<file path="src/rtl/piso8_tx.sv">
// ============================================================================
//  Module      : piso8_tx
//  Description : Parallel-in/serial-out word transmitter with valid/ready load,
//                selectable per-bit hold time (1-4 clocks) and frame/done strobes.
//  Revision    : 1.0 - initial release
// ============================================================================
`default_nettype none

module piso8_tx #(
    parameter int WIDTH     = 8,
    parameter bit MSB_FIRST = 1'b0
) (
    input  logic             clk,
    input  logic             rst_n,
    input  logic [WIDTH-1:0] d,
    input  logic [1:0]       sel,
    input  logic             load_valid,
    output logic             load_ready,
    output logic             sdo,
    output logic             frame,
    output logic             done
);

    localparam int c_CW = $clog2(WIDTH);
    localparam logic [c_CW-1:0] c_LAST_BIT = c_CW'(WIDTH - 1);

    localparam logic [0:0] c_ST_IDLE  = 1'b0;
    localparam logic [0:0] c_ST_SHIFT = 1'b1;

    logic [0:0]       r_state;
    logic [WIDTH-1:0] r_shift;
    logic [1:0]       r_hold;
    logic [1:0]       r_holdcnt;
    logic [c_CW-1:0]  r_bitcnt;

    logic             w_frame;
    logic             w_bit_end;
    logic             w_done;
    logic             w_accept;
    logic             w_out_bit;
    logic [WIDTH-1:0] w_shift_next;

    assign w_frame    = (r_state == c_ST_SHIFT);
    assign w_bit_end  = (r_holdcnt == r_hold);
    assign w_done     = w_frame & w_bit_end & (r_bitcnt == c_LAST_BIT);
    assign load_ready = ~w_frame | w_done;
    assign w_accept   = load_valid & load_ready;

    // The output end of the register is fixed; the word always moves toward it.
    generate
        if (MSB_FIRST) begin : g_msb_first
            assign w_out_bit    = r_shift[WIDTH-1];
            assign w_shift_next = {r_shift[WIDTH-2:0], 1'b0};
        end else begin : g_lsb_first
            assign w_out_bit    = r_shift[0];
            assign w_shift_next = {1'b0, r_shift[WIDTH-1:1]};
        end
    endgenerate

    assign sdo   = w_frame & w_out_bit;
    assign frame = w_frame;
    assign done  = w_done;

    always_ff @(posedge clk or negedge rst_n) begin
        if (!rst_n) begin
            r_state   <= c_ST_IDLE;
            r_shift   <= '0;
            r_hold    <= '0;
            r_holdcnt <= '0;
            r_bitcnt  <= '0;
        end else if (w_accept) begin
            // Accept wins over end-of-word so a done-cycle load continues gap-free.
            r_state   <= c_ST_SHIFT;
            r_shift   <= d;
            r_hold    <= sel;
            r_holdcnt <= '0;
            r_bitcnt  <= '0;
        end else if (w_frame) begin
            if (w_done) begin
                r_state   <= c_ST_IDLE;
                r_shift   <= '0;
                r_holdcnt <= '0;
                r_bitcnt  <= '0;
            end else if (w_bit_end) begin
                r_shift   <= w_shift_next;
                r_bitcnt  <= r_bitcnt + c_CW'(1);
                r_holdcnt <= '0;
            end else begin
                r_holdcnt <= r_holdcnt + 2'd1;
            end
        end
    end

endmodule

`default_nettype wire

</file>
<file path="config.mk">
export PLATFORM = sky130hd
export DESIGN_NAME = piso8_tx
export DESIGN_NICKNAME = d
export VERILOG_FILES = /design/src/rtl/piso8_tx.sv
export SDC_FILE = /design/constraint.sdc
export NUM_CORES = 1
export LEC_CHECK = 0
export ABC_AREA = 1
export ABC_CLOCK_PERIOD_IN_PS = 1600
export BUFFER_PORTS_ARGS = -buffer_cell sky130_fd_sc_hd__buf_2
export CAP_MARGIN = 15
export CORE_MARGIN = 1
export CORE_UTILIZATION = 48
export DETAILED_ROUTE_END_ITERATION = 6
export PLACE_DENSITY = 0.83
export SLEW_MARGIN = 20
export SYNTH_ARGS = -nofsm -noshare
export SYNTH_HDL_FRONTEND = slang
export SYNTH_SLANG_ARGS = --single-unit
</file>
<file path="constraint.sdc">
create_clock -name clk -period 1.6 [get_ports clk]
set_clock_uncertainty 0.15 [all_clocks]
set_input_delay 0.32 -clock clk [delete_from_list [all_inputs] [get_ports clk]]
set_output_delay 0.32 -clock clk [all_outputs]
set_load 0.05 [all_outputs]
</file>
==> summary.md <==
| Metric | Value |
|---|---|
| Register area share after synthesis | 41.8% |
| Post-Syn Nets | 126 |
| Highest clock rate | 505 MHz |
| Leak | approximately 0.65 nW |
| Fin. Hold Viols | 0 |
| CP Class | flop to output pin |
| Max_cap viols | 0 |
| Synth area leaders | dfrtp_1 42%, nand2_1 16%, nand3_2 7.3% |
| CTS buffer count | 3 |
| Period Utilization, post-route | 124% |
| First-pass GRT wire length | approximately 3500 um |
| Warnings from Yosys | 0 |
| First-pass detailed-route iteration total | 4 |
| CP required | 1130 ps |
| # rows | 15 |
| Ys flop type | dfrtp_1 |
| Die width | 46.7 um |
| Status | finished, violations left |
| Synth top area share | 41.8% |
| Overall routing resource usage | 23.5% |
| Violated checks | negative setup slack |
| Worst setup SP type | flop |
| Worst skew pair latency | 290 ps |
| Slowest cell on the critical path | dfrtp_1 |
| Critical Path End Type | output pin |
| IO Pins | 17 |
| Vias in the first global route | just over 800 |
| Pwr Total | 0.00206 W |
| Largest net degree at the start of global routing | 17 |
| Die Ht | 46.7 um |
| Syn Std Cell Area | 957 sq um |
| Worst Path Arrival | around 1500 ps |
| Mean Syn Cell Area | 8.62 sq um |
| Iteration-0 DRC Markers | 12 |
| # clock sinks | 16 |
| # DRC | 0 |
| Routed vias/inst | between 4 and 5 |
| Initial Utilization | 53.1% |
| Worst-margin pin slew | 370 ps |
| Final net count | 159 |
| Worst-path clk slew | about 100 ps |
| Global route overflow | 0 |
| Initial antenna violation count | 0 |
| Asr flop ratio synth | 100% |
| Root Buffer Master | clkbuf_4 |
| Synth unique cells | 22 |
| HPWL Detailed | roughly 1400 um |
| FF+latch count, synth | 16 |
| Post-Syn Instances | between 100 and 150 |
| Tightest Hold Check Type | primary input to flop |
| VDD IR-drop max | 0.903 mV |
| Core Area | roughly 1800 sq um |
| IO Port Bufs | 16 |
| Fraction of layout cells with a size suffix above 1 | 48.3% |
| RSZ-0062 raised after global routing | yes |
| CP max FO | 3 |
| WL final | 2190 um |
| Dominant cell type by area after synthesis | dfrtp_1 |
| N_diodes | 0 |
| Post-DRT Antenna Nets | 0 |
| Worst Hold Slack | around 110 ps |
| Crit path cell chain | ha_2, ha_4, nand2_4, inv_4, nand3_4, clkinvlp_4, buf_8 |
| Pwr per Cell Area | 1590 nW/um^2 |
| Final setup violation count | 15 |
| CTS H-tree lvls | 1 |
| CTS tree | built |
| Pins Over Slew Limit | 0 |
| WL/cell | 13.0 um |
| Clock Path Buffers | 2 |
| Die ar. | 2180 sq um |
| Crit path max-delay family | flip-flops |
| Slew margin rel. | roughly 75% |
| WP buf/inv | 3 |
| Via Count | ~840 |
| Post-synth EDFFs | 0 |
| Area added between synthesis and finish | 35.3% |
| Period minus WS final | between 1500 and 2000 ps |
| Final worst slack | -381 ps |
| Largest stage delay on the critical path | 410 ps |
| GPL Wtd Cong | 0.759 |
[synthesized netlist by cell type, types with 2 or more instances]
cell type,number
inv_2,4
buf_6,2
nand3_1,2
o211ai_1,7
nor2_1,5
nand2_1,41
inv_1,4
nand3_2,7
nand2_2,4
nand2_4,4
buf_2,2
a21oi_1,3
dfrtp_1,16
ha_1,2
[stage by stage]
step / setup WS, ps / utilization, % / std cells / area [sq um] / setup TNS [ps]
global route: -421 / 71.9 / 168 / 1290 / -3750
detailed placement: -115 / 61.1 / 156 / 1100 / -722
floorplan: -203 / - / 111 / 975 / -412
finish: -381 / 71.9 / 168 / 1290 / -2730
global placement: -63.7 / 61.1 / 156 / 1100 / -160
CTS: -377 / 68.2 / 165 / 1230 / -3030
[registers in the layout, summed over array words and instances, names as in the netlist]
signal / flops
r_bitcnt: 3
frame: 1
r_hold: 2
r_holdcnt: 2
r_shift: 8
[kinds of logic (layout without fill, tap and decap cells)]
logic type / count (synthesis) / in the layout / synth area share, %
AND/OR/NAND/NOR: 65 / 65 / 36.2
flip-flops: 16 / 16 / 41.8
buffers and inverters: 14 / 46 / 9.02
AO/OA/AOI/OAI: 13 / 13 / 9.41
adder cells (fa/ha/maj): 2 / 2 / 2.61
XOR/XNOR: 1 / 1 / 0.915
[worst reg2reg max path, cell delays in order, from the launching register on]
cell and delay, ps:
dfrtp_1 390, ha_2 210, ha_4 140, nand2_4 50
inv_4 50, nand3_4 90, buf_4 150, buf_6 110
buf_6 120, o211ai_1 70, nand2_1 60, nand2_1 70
nand2_1 50
[routing by layer]
metal	up-vias	GRT usage (%)	routed length [um]
met4	0	8.57	27
met2	25	39.7	1130
met5	-	0	0
li1	416	-	-
met3	4	5.88	90
met1	392	28.6	944
[report_power, final]
part | switching [W] | internal [W]
sequential | 0.000110 | 0.000567
clock | 0.000133 | 0.000139
combinational | 0.000650 | 0.000463
[area by class of cell]
cell class	count	area, sq um
tap	25	31.3
timing repair buffer	33	254
clock buffer	4	36.3
fill	151	507
multi-input combinational	81	528
inverter	9	43.8
sequential	16	402
[layout by cell type (no fill, tap or decap), drive strengths merged]
cell type and instances:
a21oi 4, buf 32, clkbuf 4, clkinvlp 2
dfrtp 16, dlygate4sd3 1, ha 2, inv 7
nand2 49, nand3 10, nor2 5, o211ai 7
o21ai 2, or2 1, xor2 1
[worst paths after layout]
check	slack [ps]	cells past startpoint	to	start
worst min register to register	340	2	r_shift[4]	r_shift[4]
worst max register to register	-210	12	r_shift[0]	r_bitcnt[1]
min in group asynchronous	310	2	r_shift[7]	rst_n
worst max-delay path	-380	7	done	r_bitcnt[1]
max in group asynchronous	710	2	frame	rst_n
worst min-delay path	110	3	r_shift[7]	d[7]
[timing repair]
action,in CTS,in global routing
pin swaps,5,4
setup endpoints to repair,15,17
endpoints found under the hold margin,16,0
resized for setup,14,12
buffers inserted,4,5
cloned,0,0
hold buffers,1,0
Power figures use the tool's default switching activity.
